<file path="src/rtl/mtr_pwm_drv.sv">
// Dual-wheel H-bridge PWM driver: period-latched duty, dead-time lead-in, coast period on reversal.
// Optional feature: define MTR_SLEW_LIMIT_EN to rate-limit latched duty by SLEW_STEP per period.
module mtr_pwm_drv #(
    parameter int PWM_W     = 11,
    parameter int DEADTIME  = 16,
    parameter int SLEW_STEP = 64
) (
    input  logic        clk,
    input  logic        rst,
    input  logic        pwr_up,
    input  logic [11:0] lft_spd,
    input  logic [11:0] rght_spd,
    output logic        PWM_frwrd_lft,
    output logic        PWM_rev_lft,
    output logic        PWM_frwrd_rght,
    output logic        PWM_rev_rght,
    output logic        prd_strt
);

    localparam int               MAG_MAX = 2**PWM_W - 1;
    localparam logic [11:0]      MAG_LIM = 12'(MAG_MAX);
    localparam logic [PWM_W-1:0] CNT_MAX = '1;
    localparam logic [PWM_W-1:0] DT      = DEADTIME[PWM_W-1:0];
`ifdef MTR_SLEW_LIMIT_EN
    localparam logic [PWM_W-1:0] STEP    = SLEW_STEP[PWM_W-1:0];
`endif

    typedef struct packed {
        logic [PWM_W-1:0] duty;
        logic             dir;       // 0 forward, 1 reverse
        logic             coast;
        logic             rev_pend;  // ramping down ahead of a reversal
    } wheel_t;

    logic [PWM_W-1:0] cnt;
    logic [11:0]      spd [2];
    wheel_t           whl [2];
    wheel_t           nxt [2];
    logic [1:0]       drv;
    logic [1:0]       frwrd;
    logic [1:0]       rev;

    assign spd[0] = lft_spd;
    assign spd[1] = rght_spd;

    function automatic logic [PWM_W-1:0] sat_mag(input logic [11:0] s);
        logic [11:0] a;
        a = s[11] ? (~s + 12'd1) : s;
        return (a > MAG_LIM) ? MAG_LIM[PWM_W-1:0] : a[PWM_W-1:0];
    endfunction

    function automatic wheel_t next_wheel(input wheel_t cur, input logic [11:0] s, input logic en);
        wheel_t           n;
        logic [PWM_W-1:0] tgt;
        logic             tdir;
        tgt  = en ? sat_mag(s) : '0;
        tdir = en ? s[11] : cur.dir;
        n    = cur;
`ifdef MTR_SLEW_LIMIT_EN
        n.coast = 1'b0;
        if (tdir != cur.dir && cur.duty != '0) begin
            n.duty     = (cur.duty > STEP) ? cur.duty - STEP : '0;
            n.rev_pend = 1'b1;
        end else if (tdir != cur.dir) begin
            // Duty has reached zero: flip direction, spend one period coasting, then ramp.
            n.dir      = tdir;
            n.coast    = cur.rev_pend;
            n.rev_pend = 1'b0;
            n.duty     = cur.rev_pend ? '0 : ((tgt > STEP) ? STEP : tgt);
        end else begin
            n.rev_pend = 1'b0;
            if (tgt > cur.duty)
                n.duty = (tgt - cur.duty > STEP) ? cur.duty + STEP : tgt;
            else
                n.duty = (cur.duty - tgt > STEP) ? cur.duty - STEP : tgt;
        end
`else
        n.duty     = tgt;
        n.dir      = tdir;
        n.coast    = (tdir != cur.dir) && (cur.duty != '0);
        n.rev_pend = 1'b0;
`endif
        return n;
    endfunction

    // NOTE: every variable written here gets a value on every path, so no latch is inferred.
    always_comb begin
        for (int i = 0; i < 2; i++) begin
            nxt[i] = next_wheel(whl[i], spd[i], pwr_up);
            drv[i] = pwr_up & ~whl[i].coast & (cnt >= DT) & (cnt < whl[i].duty);
        end
    end

    // NOTE: state uses non-blocking assignments so all registers update from pre-edge values.
    always_ff @(posedge clk or posedge rst) begin
        if (rst) begin
            cnt      <= '0;
            prd_strt <= 1'b0;
            frwrd    <= '0;
            rev      <= '0;
            for (int i = 0; i < 2; i++) whl[i] <= '0;
        end else begin
            cnt      <= cnt + 1'b1;
            prd_strt <= (cnt == '0);
            for (int i = 0; i < 2; i++) begin
                if (cnt == CNT_MAX) whl[i] <= nxt[i];
                frwrd[i] <= drv[i] & ~whl[i].dir;
                rev[i]   <= drv[i] &  whl[i].dir;
            end
        end
    end

    assign PWM_frwrd_lft  = frwrd[0];
    assign PWM_rev_lft    = rev[0];
    assign PWM_frwrd_rght = frwrd[1];
    assign PWM_rev_rght   = rev[1];

endmodule

</file>
<file path="config.mk">
export PLATFORM = sky130hd
export DESIGN_NAME = mtr_pwm_drv
export DESIGN_NICKNAME = d
export VERILOG_FILES = /design/src/rtl/mtr_pwm_drv.sv
export SDC_FILE = /design/constraint.sdc
export NUM_CORES = 1
export LEC_CHECK = 0
export CAP_MARGIN = 30
export CORE_MARGIN = 1.5
export CORE_UTILIZATION = 61
export CTS_CLUSTER_SIZE = 40
export DETAILED_ROUTE_END_ITERATION = 12
export PLACE_DENSITY = 0.85
export SETUP_SLACK_MARGIN = 0.3
export SLEW_MARGIN = 0
export SYNTH_ARGS = -nofsm -noshare
export SYNTH_HDL_FRONTEND = slang
export SYNTH_SLANG_ARGS = --single-unit
</file>
<file path="constraint.sdc">
create_clock -name clk -period 3.1 [get_ports clk]
set_input_delay 0.465 -clock clk [delete_from_list [all_inputs] [get_ports clk]]
set_output_delay 0.465 -clock clk [all_outputs]
set_load 0.1 [all_outputs]
</file>
==> flow_results.xml, run 1 <==
<?xml version="1.0" encoding="UTF-8"?>
<metrics>
  <group name="route">
    <metric name="wl_per_cell" unit="um">16.6</metric>
    <metric name="drt_iter0_drc" unit="">124</metric>
    <metric name="antenna_violating_nets_post_route" unit="">0</metric>
    <metric name="post-route-drc-count" unit="">0</metric>
    <metric name="viasPerCell" unit="">6.34</metric>
    <metric name="route.final.wire_length" unit="mm">6.56</metric>
    <metric name="num_vias" unit="">2503</metric>
    <metric name="detailedRoute.firstPassIterationCount" unit="">4</metric>
  </group>
  <group name="setup_path">
    <metric name="stage_delay_of_the_slowest_cell_on_the_critical_path" unit="ns">0.74</metric>
    <metric name="timing.critical_path.cells" unit="">ha_1 -&gt; nand3_1 -&gt; or3_1 -&gt; o41ai_1</metric>
    <metric name="timing.critical_path.buf_inv" unit="">0</metric>
    <metric name="crit_required" unit="ns">3.29</metric>
    <metric name="critical_path.max_fanout" unit="">19</metric>
    <metric name="slowest_stage" unit="">sky130_fd_sc_hd__or3_1</metric>
    <metric name="worst_ep_arrival_time" unit="ns">2.51</metric>
    <metric name="timing.critical_path.to_type" unit="">flop</metric>
    <metric name="critical_path.top_delay_family" unit="">simple AND/OR/NAND/NOR gates</metric>
    <metric name="worst_setup_start_kind" unit="">flop</metric>
    <metric name="timing_worst_setup_path_type" unit="">flop to flop</metric>
  </group>
  <group name="yosys">
    <metric name="synthTopCellsByArea" unit="">sky130_fd_sc_hd__dfrtp_1, sky130_fd_sc_hd__ha_1, sky130_fd_sc_hd__inv_1, sky130_fd_sc_hd__a21oi_1, sky130_fd_sc_hd__nand2_1</metric>
    <metric name="synth_top_cell_area_share" unit="">0.363</metric>
    <metric name="yosys.area.top_type" unit="">sky130_fd_sc_hd__dfrtp_1</metric>
    <metric name="synthesis.area_per_instance" unit="um^2">9.31</metric>
    <metric name="total_standard_cell_area_after_synthesis" unit="um^2">2890</metric>
    <metric name="synth.net_count" unit="">362</metric>
    <metric name="synth_seq_area_share" unit="">0.363</metric>
    <metric name="synth-seq-cells" unit="">42</metric>
    <metric name="synth_edf_count" unit="">0</metric>
    <metric name="synthArstFlopShare" unit="">1.00</metric>
    <metric name="netlist_instances" unit="">311</metric>
    <metric name="synth_warnings" unit="">0</metric>
    <metric name="yosys_most_used_dff" unit="">sky130_fd_sc_hd__dfrtp_1</metric>
    <metric name="synth.distinct_cells" unit="">54</metric>
  </group>
  <group name="placement">
    <metric name="dp_hpwl" unit="mm">5.05</metric>
    <metric name="gp_routability_congestion" unit="">0.938</metric>
    <metric name="dpl_cell_area" unit="um^2">3220</metric>
    <metric name="buffer_ports.inserted" unit="">31</metric>
  </group>
  <group name="timing">
    <metric name="max_slew_margin" unit="">0.485</metric>
    <metric name="holdWs" unit="ns">0.491</metric>
    <metric name="maxClockFrequency" unit="MHz">431</metric>
    <metric name="slew_viol_final" unit="">0</metric>
    <metric name="timing.final.crit_period" unit="ns">2.32</metric>
    <metric name="worst_pin_slew" unit="ns">0.770</metric>
    <metric name="report.final.setup_viol" unit="">0</metric>
    <metric name="setup_total_negative_slack" unit="ns">0</metric>
    <metric name="final-hold-violation-count" unit="">0</metric>
    <metric name="skew" unit="ns">0.0113</metric>
    <metric name="timing.final.crit_share" unit="">0.748</metric>
    <metric name="grt_setup_unrepaired" unit="">no</metric>
  </group>
  <group name="cells_and_area">
    <metric name="drive_gt1_frac" unit="">0.0904</metric>
    <metric name="antenna_cells_inserted" unit="">0</metric>
    <metric name="multiInputGateArea" unit="um^2">1680</metric>
    <metric name="postLayoutCellArea" unit="um^2">3330</metric>
    <metric name="sequential_cell_area" unit="um^2">1050</metric>
    <metric name="final_cell_mix" unit="">sky130_fd_sc_hd__dfrtp_1, sky130_fd_sc_hd__inv_1, sky130_fd_sc_hd__clkdlybuf4s50_1</metric>
    <metric name="most_common_cell_after_layout_fill_and_taps_aside" unit="">sky130_fd_sc_hd__dfrtp_1</metric>
    <metric name="area_growth" unit="%">15.1</metric>
    <metric name="final_nets" unit="">393</metric>
    <metric name="count_of_filler_cells_inserted_in_the_layout" unit="">307</metric>
  </group>
  <group name="floorplanning">
    <metric name="io-pin-count" unit="">32</metric>
    <metric name="die_width" unit="um">71.9</metric>
    <metric name="core_area" unit="um^2">4470</metric>
    <metric name="placement_rows" unit="">24</metric>
    <metric name="floorplan.die_area" unit="um^2">5170</metric>
    <metric name="initial_core_utilization" unit="">0.647</metric>
    <metric name="die-height" unit="um">71.9</metric>
  </group>
  <group name="clock_network">
    <metric name="cts_tree" unit="">built</metric>
    <metric name="post_cts_resized" unit="">0</metric>
    <metric name="cts_inserted_buffers" unit="">5</metric>
    <metric name="post_cts.repair.setup_buffers" unit="">0</metric>
    <metric name="clock-sinks" unit="">42</metric>
    <metric name="clk_pin_slew_worst_paths" unit="ns">0.08</metric>
    <metric name="clock_latency" unit="ns">0.30</metric>
    <metric name="postCtsHoldBufs" unit="">0</metric>
    <metric name="cts_buffer_depth" unit="">2</metric>
    <metric name="ctsRootBufferMaster" unit="">sky130_fd_sc_hd__clkbuf_8</metric>
    <metric name="htree_levels" unit="">2</metric>
  </group>
  <group name="global_route">
    <metric name="grt_pass1_vias" unit="">2412</metric>
    <metric name="track_usage" unit="">0.281</metric>
    <metric name="total_congestion_overflow_after_global_routing" unit="">0</metric>
    <metric name="grt_first_pass_wirelength" unit="mm">11.3</metric>
    <metric name="grt_max_degree" unit="">43</metric>
    <metric name="grt_antenna_before_repair" unit="">0</metric>
  </group>
  <group name="power">
    <metric name="power.density_cell_area" unit="nW/um^2">339</metric>
    <metric name="netSwitchingPower" unit="mW">0.270</metric>
    <metric name="power_report.internal_total" unit="mW">0.858</metric>
    <metric name="share_clk_of_total_power" unit="">0.377</metric>
    <metric name="worst_ir_drop_vdd" unit="V">0.000207</metric>
    <metric name="switching_power_as_a_share_of_total_power" unit="">0.239</metric>
    <metric name="power_frac_seq" unit="">0.493</metric>
    <metric name="leakage" unit="nW">1.57</metric>
    <metric name="comb_power_share" unit="">0.130</metric>
  </group>
  <group name="job">
    <metric name="cap_viol_max_count" unit="">0</metric>
  </group>
  <group name="run_status">
    <metric name="outcome" unit="">finished clean</metric>
  </group>
  <group name="worst_hold_path">
    <metric name="hold_path.class" unit="">flop to flop</metric>
  </group>
</metrics>
power groups by stage:
stage,clock network [mW],logic [mW],registers (mW)
after CTS,0.432,0.146,0.556
after floorplan,0,0.0797,0.565
after detailed placement,0,0.145,0.567
after global routing,0.456,0.162,0.556
final,0.425,0.147,0.556
after global placement,0,0.142,0.567
kinds of logic after synthesis:
family | synth area share
simple gates | 0.212
fa+ha+maj | 0.104
compound gates | 0.199
xor+xnor | 0.0484
buf+inv | 0.0553
mux | 0.0182
flops | 0.363
worst paths after layout:
check | slack, ns | from | depth (start not counted) | to
max | 0.78 | cnt[0] | 4 | whl[26]
min reg2reg | 0.49 | whl[1] | 2 | whl[1]
min in group asynchronous | 0.59 | rst | 3 | cnt[1]
max reg2reg | 0.78 | cnt[0] | 4 | whl[26]
max in group asynchronous | 2.15 | rst | 3 | whl[18]
min | 0.49 | whl[1] | 2 | whl[1]
synthesized netlist by cell type, types with 2 or more instances:
| master | number |
|---|---|
| sky130_fd_sc_hd__buf_4 | 2 |
| sky130_fd_sc_hd__mux2_2 | 2 |
| sky130_fd_sc_hd__o21ai_1 | 8 |
| sky130_fd_sc_hd__xnor2_1 | 7 |
| sky130_fd_sc_hd__clkbuf_1 | 4 |
| sky130_fd_sc_hd__nor2_1 | 10 |
| sky130_fd_sc_hd__xor2_1 | 9 |
| sky130_fd_sc_hd__dfrtp_1 | 42 |
| sky130_fd_sc_hd__or3_1 | 4 |
| sky130_fd_sc_hd__a221oi_2 | 2 |
| sky130_fd_sc_hd__nand4_1 | 3 |
| sky130_fd_sc_hd__nor4_1 | 8 |
| sky130_fd_sc_hd__o21ai_0 | 8 |
| sky130_fd_sc_hd__a2111oi_0 | 2 |
| sky130_fd_sc_hd__a21oi_1 | 18 |
| sky130_fd_sc_hd__nor4_2 | 2 |
| sky130_fd_sc_hd__inv_1 | 29 |
| sky130_fd_sc_hd__a2bb2oi_1 | 2 |
| sky130_fd_sc_hd__o311ai_0 | 4 |
| sky130_fd_sc_hd__a21o_1 | 3 |
| sky130_fd_sc_hd__a211oi_1 | 4 |
| sky130_fd_sc_hd__nor4_4 | 2 |
| sky130_fd_sc_hd__mux2i_1 | 3 |
| sky130_fd_sc_hd__nand3_1 | 13 |
| sky130_fd_sc_hd__o31ai_1 | 4 |
| sky130_fd_sc_hd__nand2b_1 | 9 |
| sky130_fd_sc_hd__ha_1 | 24 |
| sky130_fd_sc_hd__or4_1 | 2 |
| sky130_fd_sc_hd__nor3_1 | 7 |
| sky130_fd_sc_hd__o22ai_1 | 13 |
| sky130_fd_sc_hd__or2_2 | 2 |
| sky130_fd_sc_hd__o2111ai_1 | 3 |
| sky130_fd_sc_hd__o41ai_1 | 3 |
| sky130_fd_sc_hd__nand2_1 | 22 |
| sky130_fd_sc_hd__buf_2 | 2 |
| sky130_fd_sc_hd__or3b_2 | 2 |
| sky130_fd_sc_hd__a31oi_1 | 2 |
| sky130_fd_sc_hd__and3_1 | 5 |
| sky130_fd_sc_hd__and4_1 | 5 |
layout make-up:
class,count,area share
Multi-Input combinational cell,231,0.505
Sequential cell,42,0.316
Timing Repair Buffer,33,0.0939
Inverter,29,0.0327
Clock buffer,6,0.0218
Tap cell,52,0.0195
Clock inverter,2,0.0113
state kept, by name (all words and copies together), names as in the netlist:
signal    flops
whl          26
cnt          11
frwrd         2
rev           2
prd_strt      1
per-layer routing:
layer | share of wire | vias up | global-route usage
met5 | 0 | - | 0
met4 | 0.018 | 0 | 0.115
met3 | 0.050 | 14 | 0.0492
met2 | 0.47 | 79 | 0.445
met1 | 0.46 | 1185 | 0.382
li1 | - | 1225 | -
through the flow:
stage / worst slack [ns] / instances / power (mW) / utilization
CTS: 0.800 / 395 / 1.13 / 0.744
global placement: 0.504 / 387 / 0.709 / 0.720
floorplan: 1.27 / 311 / 0.645 / -
finish: 0.781 / 395 / 1.13 / 0.744
global route: 0.673 / 395 / 1.17 / 0.744
detailed placement: 0.508 / 387 / 0.712 / 0.720
tightest hold or removal path: stages (launching register included):
cell                      delay [ns]
sky130_fd_sc_hd__dfrtp_1        0.34
sky130_fd_sc_hd__nand2_1        0.04
sky130_fd_sc_hd__o21ai_1        0.07
Note: power is estimated with default switching activity, not from simulation.
==> run 2: changes to the inputs <==
- CORE_UTILIZATION: 61 -> 57
- PLACE_DENSITY: 0.85 -> 0.81
- clock period: 3.1 -> 2.35 ns (I/O delays scaled with it)
==> flow_results.xml, run 2 (same netlist as run 1, synthesis figures left out) <==
<?xml version="1.0" encoding="UTF-8"?>
<metrics>
  <group name="power">
    <metric name="leakage" unit="nW">1.68</metric>
    <metric name="share_clk_of_total_power" unit="">0.347</metric>
    <metric name="netSwitchingPower" unit="mW">0.377</metric>
    <metric name="switching_power_as_a_share_of_total_power" unit="">0.260</metric>
    <metric name="power_frac_seq" unit="">0.506</metric>
    <metric name="power_report.internal_total" unit="mW">1.07</metric>
    <metric name="power.density_cell_area" unit="nW/um^2">411</metric>
    <metric name="worst_ir_drop_vdd" unit="V">0.000220</metric>
    <metric name="comb_power_share" unit="">0.147</metric>
    <metric name="total_power" unit="mW">1.45</metric>
  </group>
  <group name="run_status">
    <metric name="outcome" unit="">finished clean</metric>
  </group>
  <group name="timing">
    <metric name="slew_viol_final" unit="">0</metric>
    <metric name="worst_pin_slew" unit="ns">0.649</metric>
    <metric name="report.final.setup_viol" unit="">0</metric>
    <metric name="timing.final.crit_share" unit="">0.836</metric>
    <metric name="timing.final.crit_period" unit="ns">1.96</metric>
    <metric name="maxClockFrequency" unit="MHz">509</metric>
    <metric name="grt_setup_unrepaired" unit="">no</metric>
    <metric name="skew" unit="ns">0.0117</metric>
    <metric name="final-hold-violation-count" unit="">0</metric>
    <metric name="worst_case_setup_margin_in_the_final_layout" unit="ns">0.386</metric>
    <metric name="max_slew_margin" unit="">0.566</metric>
  </group>
  <group name="route">
    <metric name="num_vias" unit="">2654</metric>
    <metric name="antenna_violating_nets_post_route" unit="">0</metric>
    <metric name="route.final.wire_length" unit="mm">7.06</metric>
    <metric name="post-route-drc-count" unit="">0</metric>
    <metric name="viasPerCell" unit="">6.13</metric>
    <metric name="detailedRoute.firstPassIterationCount" unit="">5</metric>
    <metric name="drt_iter0_drc" unit="">128</metric>
    <metric name="wl_per_cell" unit="um">16.3</metric>
  </group>
  <group name="global_route">
    <metric name="use_met2" unit="">0.464</metric>
    <metric name="track_usage" unit="">0.278</metric>
    <metric name="total_congestion_overflow_after_global_routing" unit="">0</metric>
    <metric name="grt_antenna_before_repair" unit="">0</metric>
    <metric name="grt.met3_usage" unit="">0.0447</metric>
    <metric name="grt_max_degree" unit="">43</metric>
    <metric name="grt_first_pass_wirelength" unit="mm">11.8</metric>
    <metric name="grt_pass1_vias" unit="">2552</metric>
    <metric name="grt.busiest_layer" unit="">met2</metric>
    <metric name="gr-usage-met1" unit="">0.364</metric>
  </group>
  <group name="floorplanning">
    <metric name="die-height" unit="um">74.3</metric>
    <metric name="io-pin-count" unit="">32</metric>
    <metric name="floorplan.die_area" unit="um^2">5510</metric>
    <metric name="die_width" unit="um">74.3</metric>
    <metric name="initial_core_utilization" unit="">0.601</metric>
    <metric name="core_area" unit="um^2">4820</metric>
    <metric name="placement_rows" unit="">25</metric>
  </group>
  <group name="setup_path">
    <metric name="timing.critical_path.cells" unit="">clkdlybuf4s50_1 -&gt; or3_1 -&gt; or4_1 -&gt; a21oi_1 -&gt; o22ai_1</metric>
    <metric name="worst-r2r-setup-slack" unit="ns">0.45</metric>
    <metric name="timing.critical_path.to_type" unit="">flop</metric>
    <metric name="worst-r2r-cell-count" unit="">5</metric>
    <metric name="crit_required" unit="ns">2.54</metric>
    <metric name="stage_delay_of_the_slowest_cell_on_the_critical_path" unit="ns">0.55</metric>
    <metric name="critical_path.reg2reg.startpoint" unit="">cnt[9]</metric>
    <metric name="timing_worst_setup_path_type" unit="">input pin to flop</metric>
    <metric name="slowest_stage" unit="">sky130_fd_sc_hd__or4_1</metric>
    <metric name="worst_setup_start_kind" unit="">input pin</metric>
    <metric name="critical_path.max_fanout" unit="">10</metric>
    <metric name="rr_endpoint" unit="">frwrd[1]</metric>
    <metric name="worst_ep_arrival_time" unit="ns">2.16</metric>
  </group>
  <group name="clock_network">
    <metric name="cts_tree" unit="">built</metric>
    <metric name="htree_levels" unit="">2</metric>
    <metric name="cts_buffer_depth" unit="">2</metric>
    <metric name="clock_latency" unit="ns">0.30</metric>
    <metric name="clk_pin_slew_worst_paths" unit="ns">0.09</metric>
    <metric name="clock-sinks" unit="">42</metric>
    <metric name="ctsRootBufferMaster" unit="">sky130_fd_sc_hd__clkbuf_8</metric>
    <metric name="cts_inserted_buffers" unit="">5</metric>
    <metric name="postCtsHoldBufs" unit="">0</metric>
  </group>
  <group name="cells_and_area">
    <metric name="final_nets" unit="">416</metric>
    <metric name="largest_register_ff_count" unit="">26</metric>
    <metric name="count_of_filler_cells_inserted_in_the_layout" unit="">397</metric>
    <metric name="max_flop_register" unit="">whl</metric>
    <metric name="reg.largest.list" unit="">whl (26), cnt (11)</metric>
    <metric name="drive_gt1_frac" unit="">0.156</metric>
    <metric name="most_common_cell_after_layout_fill_and_taps_aside" unit="">sky130_fd_sc_hd__dfrtp_1</metric>
    <metric name="antenna_cells_inserted" unit="">0</metric>
    <metric name="area_growth" unit="%">21.8</metric>
    <metric name="final_cell_mix" unit="">sky130_fd_sc_hd__dfrtp_1, sky130_fd_sc_hd__buf_4, sky130_fd_sc_hd__inv_1</metric>
  </group>
  <group name="placement">
    <metric name="dp_hpwl" unit="mm">5.41</metric>
    <metric name="gp_routability_congestion" unit="">0.910</metric>
    <metric name="dp_slack" unit="ns">-0.0480</metric>
    <metric name="buffer_ports.inserted" unit="">31</metric>
  </group>
  <group name="job">
    <metric name="cap_viol_max_count" unit="">0</metric>
  </group>
  <group name="worst_hold_path">
    <metric name="hold_path.class" unit="">input pin to async pin</metric>
  </group>
</metrics>
run 2: cell types whose count changed in the layout (fill, tap and decap cells not counted), sizes merged:
cell / before / now
buf: 7 / 30
bufinv: 1 / 0
inv: 29 / 30
run 2: timing repair:
| item | 4_1_cts | 5_1_grt |
|---|---|---|
| gates cloned | 0 | 0 |
| setup endpoints to repair | 2 | 2 |
| resized for setup | 2 | 2 |
| setup buffers | 0 | 0 |
run 2: power groups by stage:
| stage | sequential, mW | clock, mW | combinational, mW |
|---|---|---|---|
| final | 0.733 | 0.502 | 0.214 |
| after global placement | 0.746 | 0 | 0.206 |
| after floorplan | 0.745 | 0 | 0.105 |
| after CTS | 0.733 | 0.506 | 0.213 |
| after global routing | 0.734 | 0.534 | 0.235 |
| after detailed placement | 0.747 | 0 | 0.211 |
run 2: critical path: cells and delay by family:
kind	cells	cell delay [ns]
AOI/OAI and AO/OA	2	0.28
buffers and inverters	1	0.45
and+or+nand+nor	2	1.08
run 2: routing by layer:
layer,vias to the layer above,part of all wire
met1,1289,0.44
li1,1273,-
met3,10,0.054
met4,0,0.018
met5,-,0
met2,82,0.49
run 2: through the flow:
step / hold WS (ns) / cell area [um^2] / util / TNS (ns) / std cells
floorplan: 0.451 / 2890 / - / 0 / 311
global placement: 0.469 / 3410 / 0.708 / -0.0104 / 425
detailed placement: 0.476 / 3410 / 0.708 / -0.0480 / 425
CTS: 0.489 / 3520 / 0.731 / 0 / 433
global route: 0.546 / 3530 / 0.732 / 0 / 433
finish: 0.469 / 3530 / 0.732 / 0 / 433
run 2: area by class of cell:
| cell class | instances | area [um^2] | area share |
|---|---|---|---|
| clock inverter | 2 | 16.3 | 0.00461 |
| tap | 67 | 83.8 | 0.0238 |
| clock buffer | 6 | 82.6 | 0.0234 |
| sequential | 42 | 1050 | 0.298 |
| inverter | 29 | 109 | 0.0309 |
| multi-input combinational | 231 | 1700 | 0.482 |
| timing repair buffer | 56 | 485 | 0.138 |
run 2: worst max-delay path by stage:
stage / startpoint / endpoint / cells past startpoint
after floorplan: cnt[1] / whl[22] / 7
after global placement: rght_spd[4] / whl[11] / 5
after detailed placement: rght_spd[4] / whl[11] / 5
after CTS: cnt[9] / frwrd[0] / 5
after global routing: cnt[10] / frwrd[1] / 5
final: rght_spd[4] / whl[10] / 5
==> run 3: changes to the inputs <==
- clock period: 2.35 -> 1.9 ns (I/O delays scaled with it)
==> flow_results.xml, run 3 (same netlist as run 1, synthesis figures left out) <==
<?xml version="1.0" encoding="UTF-8"?>
<metrics>
  <group name="timing">
    <metric name="holdWs" unit="ns">0.404</metric>
    <metric name="report.final.setup_viol" unit="">0</metric>
    <metric name="slew_viol_final" unit="">0</metric>
    <metric name="setup_total_negative_slack" unit="ns">0</metric>
    <metric name="timing.final.crit_period" unit="ns">1.81</metric>
    <metric name="final-hold-violation-count" unit="">0</metric>
    <metric name="maxClockFrequency" unit="MHz">553</metric>
    <metric name="worst_pin_slew" unit="ns">0.538</metric>
    <metric name="max_slew_margin" unit="">0.641</metric>
    <metric name="skew" unit="ns">0.00940</metric>
    <metric name="timing.final.crit_share" unit="">0.952</metric>
    <metric name="grt_setup_unrepaired" unit="">yes</metric>
    <metric name="worst_case_setup_margin_in_the_final_layout" unit="ns">0.0921</metric>
  </group>
  <group name="floorplanning">
    <metric name="initial_core_utilization" unit="">0.601</metric>
    <metric name="io-pin-count" unit="">32</metric>
    <metric name="die-height" unit="um">74.3</metric>
    <metric name="placement_rows" unit="">25</metric>
    <metric name="core_area" unit="um^2">4820</metric>
    <metric name="die_width" unit="um">74.3</metric>
    <metric name="floorplan.die_area" unit="um^2">5510</metric>
  </group>
  <group name="clock_network">
    <metric name="cts_inserted_buffers" unit="">5</metric>
    <metric name="clk_pin_slew_worst_paths" unit="ns">0.08</metric>
    <metric name="cts_buffer_depth" unit="">2</metric>
    <metric name="cts_tree" unit="">built</metric>
    <metric name="clock-sinks" unit="">42</metric>
    <metric name="postCtsHoldBufs" unit="">0</metric>
    <metric name="htree_levels" unit="">2</metric>
    <metric name="clock_latency" unit="ns">0.31</metric>
    <metric name="ctsRootBufferMaster" unit="">sky130_fd_sc_hd__clkbuf_8</metric>
  </group>
  <group name="power">
    <metric name="leakage" unit="nW">2.13</metric>
    <metric name="power.density_cell_area" unit="nW/um^2">480</metric>
    <metric name="total_power" unit="mW">2.18</metric>
    <metric name="worst_ir_drop_vdd" unit="V">0.000502</metric>
  </group>
  <group name="placement">
    <metric name="gp_routability_congestion" unit="">0.883</metric>
    <metric name="buffer_ports.inserted" unit="">31</metric>
    <metric name="dp_slack" unit="ns">-0.209</metric>
    <metric name="dpl_cell_area" unit="um^2">3700</metric>
    <metric name="dp_hpwl" unit="mm">5.62</metric>
  </group>
  <group name="route">
    <metric name="wl_per_cell" unit="um">26.7</metric>
    <metric name="viasPerCell" unit="">7.30</metric>
    <metric name="drt_iter0_drc" unit="">455</metric>
    <metric name="num_vias" unit="">3635</metric>
    <metric name="route.final.wire_length" unit="mm">13.3</metric>
    <metric name="detailedRoute.firstPassIterationCount" unit="">8</metric>
    <metric name="post-route-drc-count" unit="">0</metric>
    <metric name="antenna_violating_nets_post_route" unit="">0</metric>
  </group>
  <group name="setup_path">
    <metric name="timing_worst_setup_path_type" unit="">flop to flop</metric>
    <metric name="worst-r2r-cell-count" unit="">6</metric>
    <metric name="crit_required" unit="ns">2.09</metric>
    <metric name="rr_endpoint" unit="">whl[11]</metric>
    <metric name="timing.critical_path.to_type" unit="">flop</metric>
    <metric name="worst_setup_start_kind" unit="">flop</metric>
    <metric name="worst-r2r-setup-slack" unit="ns">0.09</metric>
    <metric name="critical_path.reg2reg.startpoint" unit="">cnt[0]</metric>
    <metric name="worst_ep_arrival_time" unit="ns">2.00</metric>
    <metric name="critical_path.max_fanout" unit="">8</metric>
  </group>
  <group name="cells_and_area">
    <metric name="final_cell_mix" unit="">sky130_fd_sc_hd__buf_4, sky130_fd_sc_hd__dfrtp_1, sky130_fd_sc_hd__inv_1</metric>
    <metric name="antenna_cells_inserted" unit="">0</metric>
    <metric name="reg.largest.list" unit="">whl (26), cnt (11)</metric>
    <metric name="postLayoutCellArea" unit="um^2">4550</metric>
    <metric name="final_nets" unit="">481</metric>
    <metric name="count_of_filler_cells_inserted_in_the_layout" unit="">141</metric>
    <metric name="max_flop_register" unit="">whl</metric>
    <metric name="area_growth" unit="%">57.2</metric>
    <metric name="largest_register_ff_count" unit="">26</metric>
    <metric name="most_common_cell_after_layout_fill_and_taps_aside" unit="">sky130_fd_sc_hd__buf_4</metric>
    <metric name="drive_gt1_frac" unit="">0.436</metric>
  </group>
  <group name="global_route">
    <metric name="grt_pass1_vias" unit="">3103</metric>
    <metric name="grt_antenna_before_repair" unit="">0</metric>
    <metric name="grt_max_degree" unit="">43</metric>
    <metric name="track_usage" unit="">0.375</metric>
    <metric name="grt_first_pass_wirelength" unit="mm">15.6</metric>
    <metric name="total_congestion_overflow_after_global_routing" unit="">0</metric>
  </group>
  <group name="run_status">
    <metric name="outcome" unit="">finished clean</metric>
  </group>
  <group name="worst_hold_path">
    <metric name="hold_path.class" unit="">input pin to async pin</metric>
  </group>
  <group name="job">
    <metric name="cap_viol_max_count" unit="">0</metric>
  </group>
</metrics>
-- run 3: changes by cell type in the layout (fill, tap and decap cells not counted), moves of 8 or more --
| cell | before | now |
|---|---|---|
| sky130_fd_sc_hd__a21oi_1 | 18 | 8 |
| sky130_fd_sc_hd__a21oi_2 | 0 | 9 |
| sky130_fd_sc_hd__buf_4 | 30 | 85 |
| sky130_fd_sc_hd__buf_6 | 0 | 8 |
| sky130_fd_sc_hd__clkdlybuf4s50_1 | 26 | 8 |
| sky130_fd_sc_hd__dlygate4sd2_1 | 0 | 9 |
| sky130_fd_sc_hd__ha_1 | 24 | 14 |
| sky130_fd_sc_hd__ha_4 | 0 | 9 |
-- run 3: timing repair --
| item | 4_1_cts | 5_1_grt |
|---|---|---|
| endpoints found under the setup margin | 28 | 28 |
| gates cloned | 0 | 0 |
| resized for setup | 71 | 43 |
| buffers inserted | 25 | 11 |
| pin swaps | 25 | 12 |
-- run 3: final cells by class --
cell class,count,area [um^2],area share
flip-flops and latches,42,1060,0.233
multi-input cells,231,2130,0.467
repair buffers,121,1030,0.226
inverters,29,109,0.0239
well taps,67,83.8,0.0184
clock inverters,2,60.1,0.0132
clock buffers,6,82.6,0.0182
-- run 3: worst max-delay path by stage --
| stage | from | to | slack, ns |
|---|---|---|---|
| 3_3_place_gp | rght_spd[2] | whl[11] | -0.20 |
| 2_1_floorplan | cnt[1] | whl[16] | 0.26 |
| 3_5_place_dp | rght_spd[2] | whl[11] | -0.21 |
| 5_1_grt | cnt[0] | whl[11] | -0.002 |
| 4_1_cts | whl[26] | frwrd[0] | 0.26 |
| 6_report | cnt[0] | whl[11] | 0.09 |
-- run 3: stage by stage --
stage | instances | util
final | 498 | 0.944
after global routing | 498 | 0.944
after CTS | 487 | 0.892
after detailed placement | 454 | 0.769
after global placement | 454 | 0.769
after floorplan | 311 | -
-- run 3: report_power, final --
group	internal (mW)	total, mW	switching [mW]
Sequential	0.900	0.909	0.00947
Clock	0.561	0.898	0.338
Combinational	0.174	0.375	0.201
Total	1.63	2.18	0.548
-- run 3: worst max-delay path, cell delays in order (launching register included) --
cell	delay (ns)
sky130_fd_sc_hd__dfrtp_1	0.43
sky130_fd_sc_hd__ha_4	0.20
sky130_fd_sc_hd__nand3_4	0.12
sky130_fd_sc_hd__or3_1	0.44
sky130_fd_sc_hd__buf_4	0.21
sky130_fd_sc_hd__a32oi_1	0.20
sky130_fd_sc_hd__nand2_1	0.10
-- run 3: per-layer routing --
layer	vias up	GRT usage	routed length (um)
li1	1412	-	-
met5	-	0	0
met1	1676	0.469	4480
met2	408	0.642	6020
met4	0	0.156	1160
met3	139	0.0650	1640
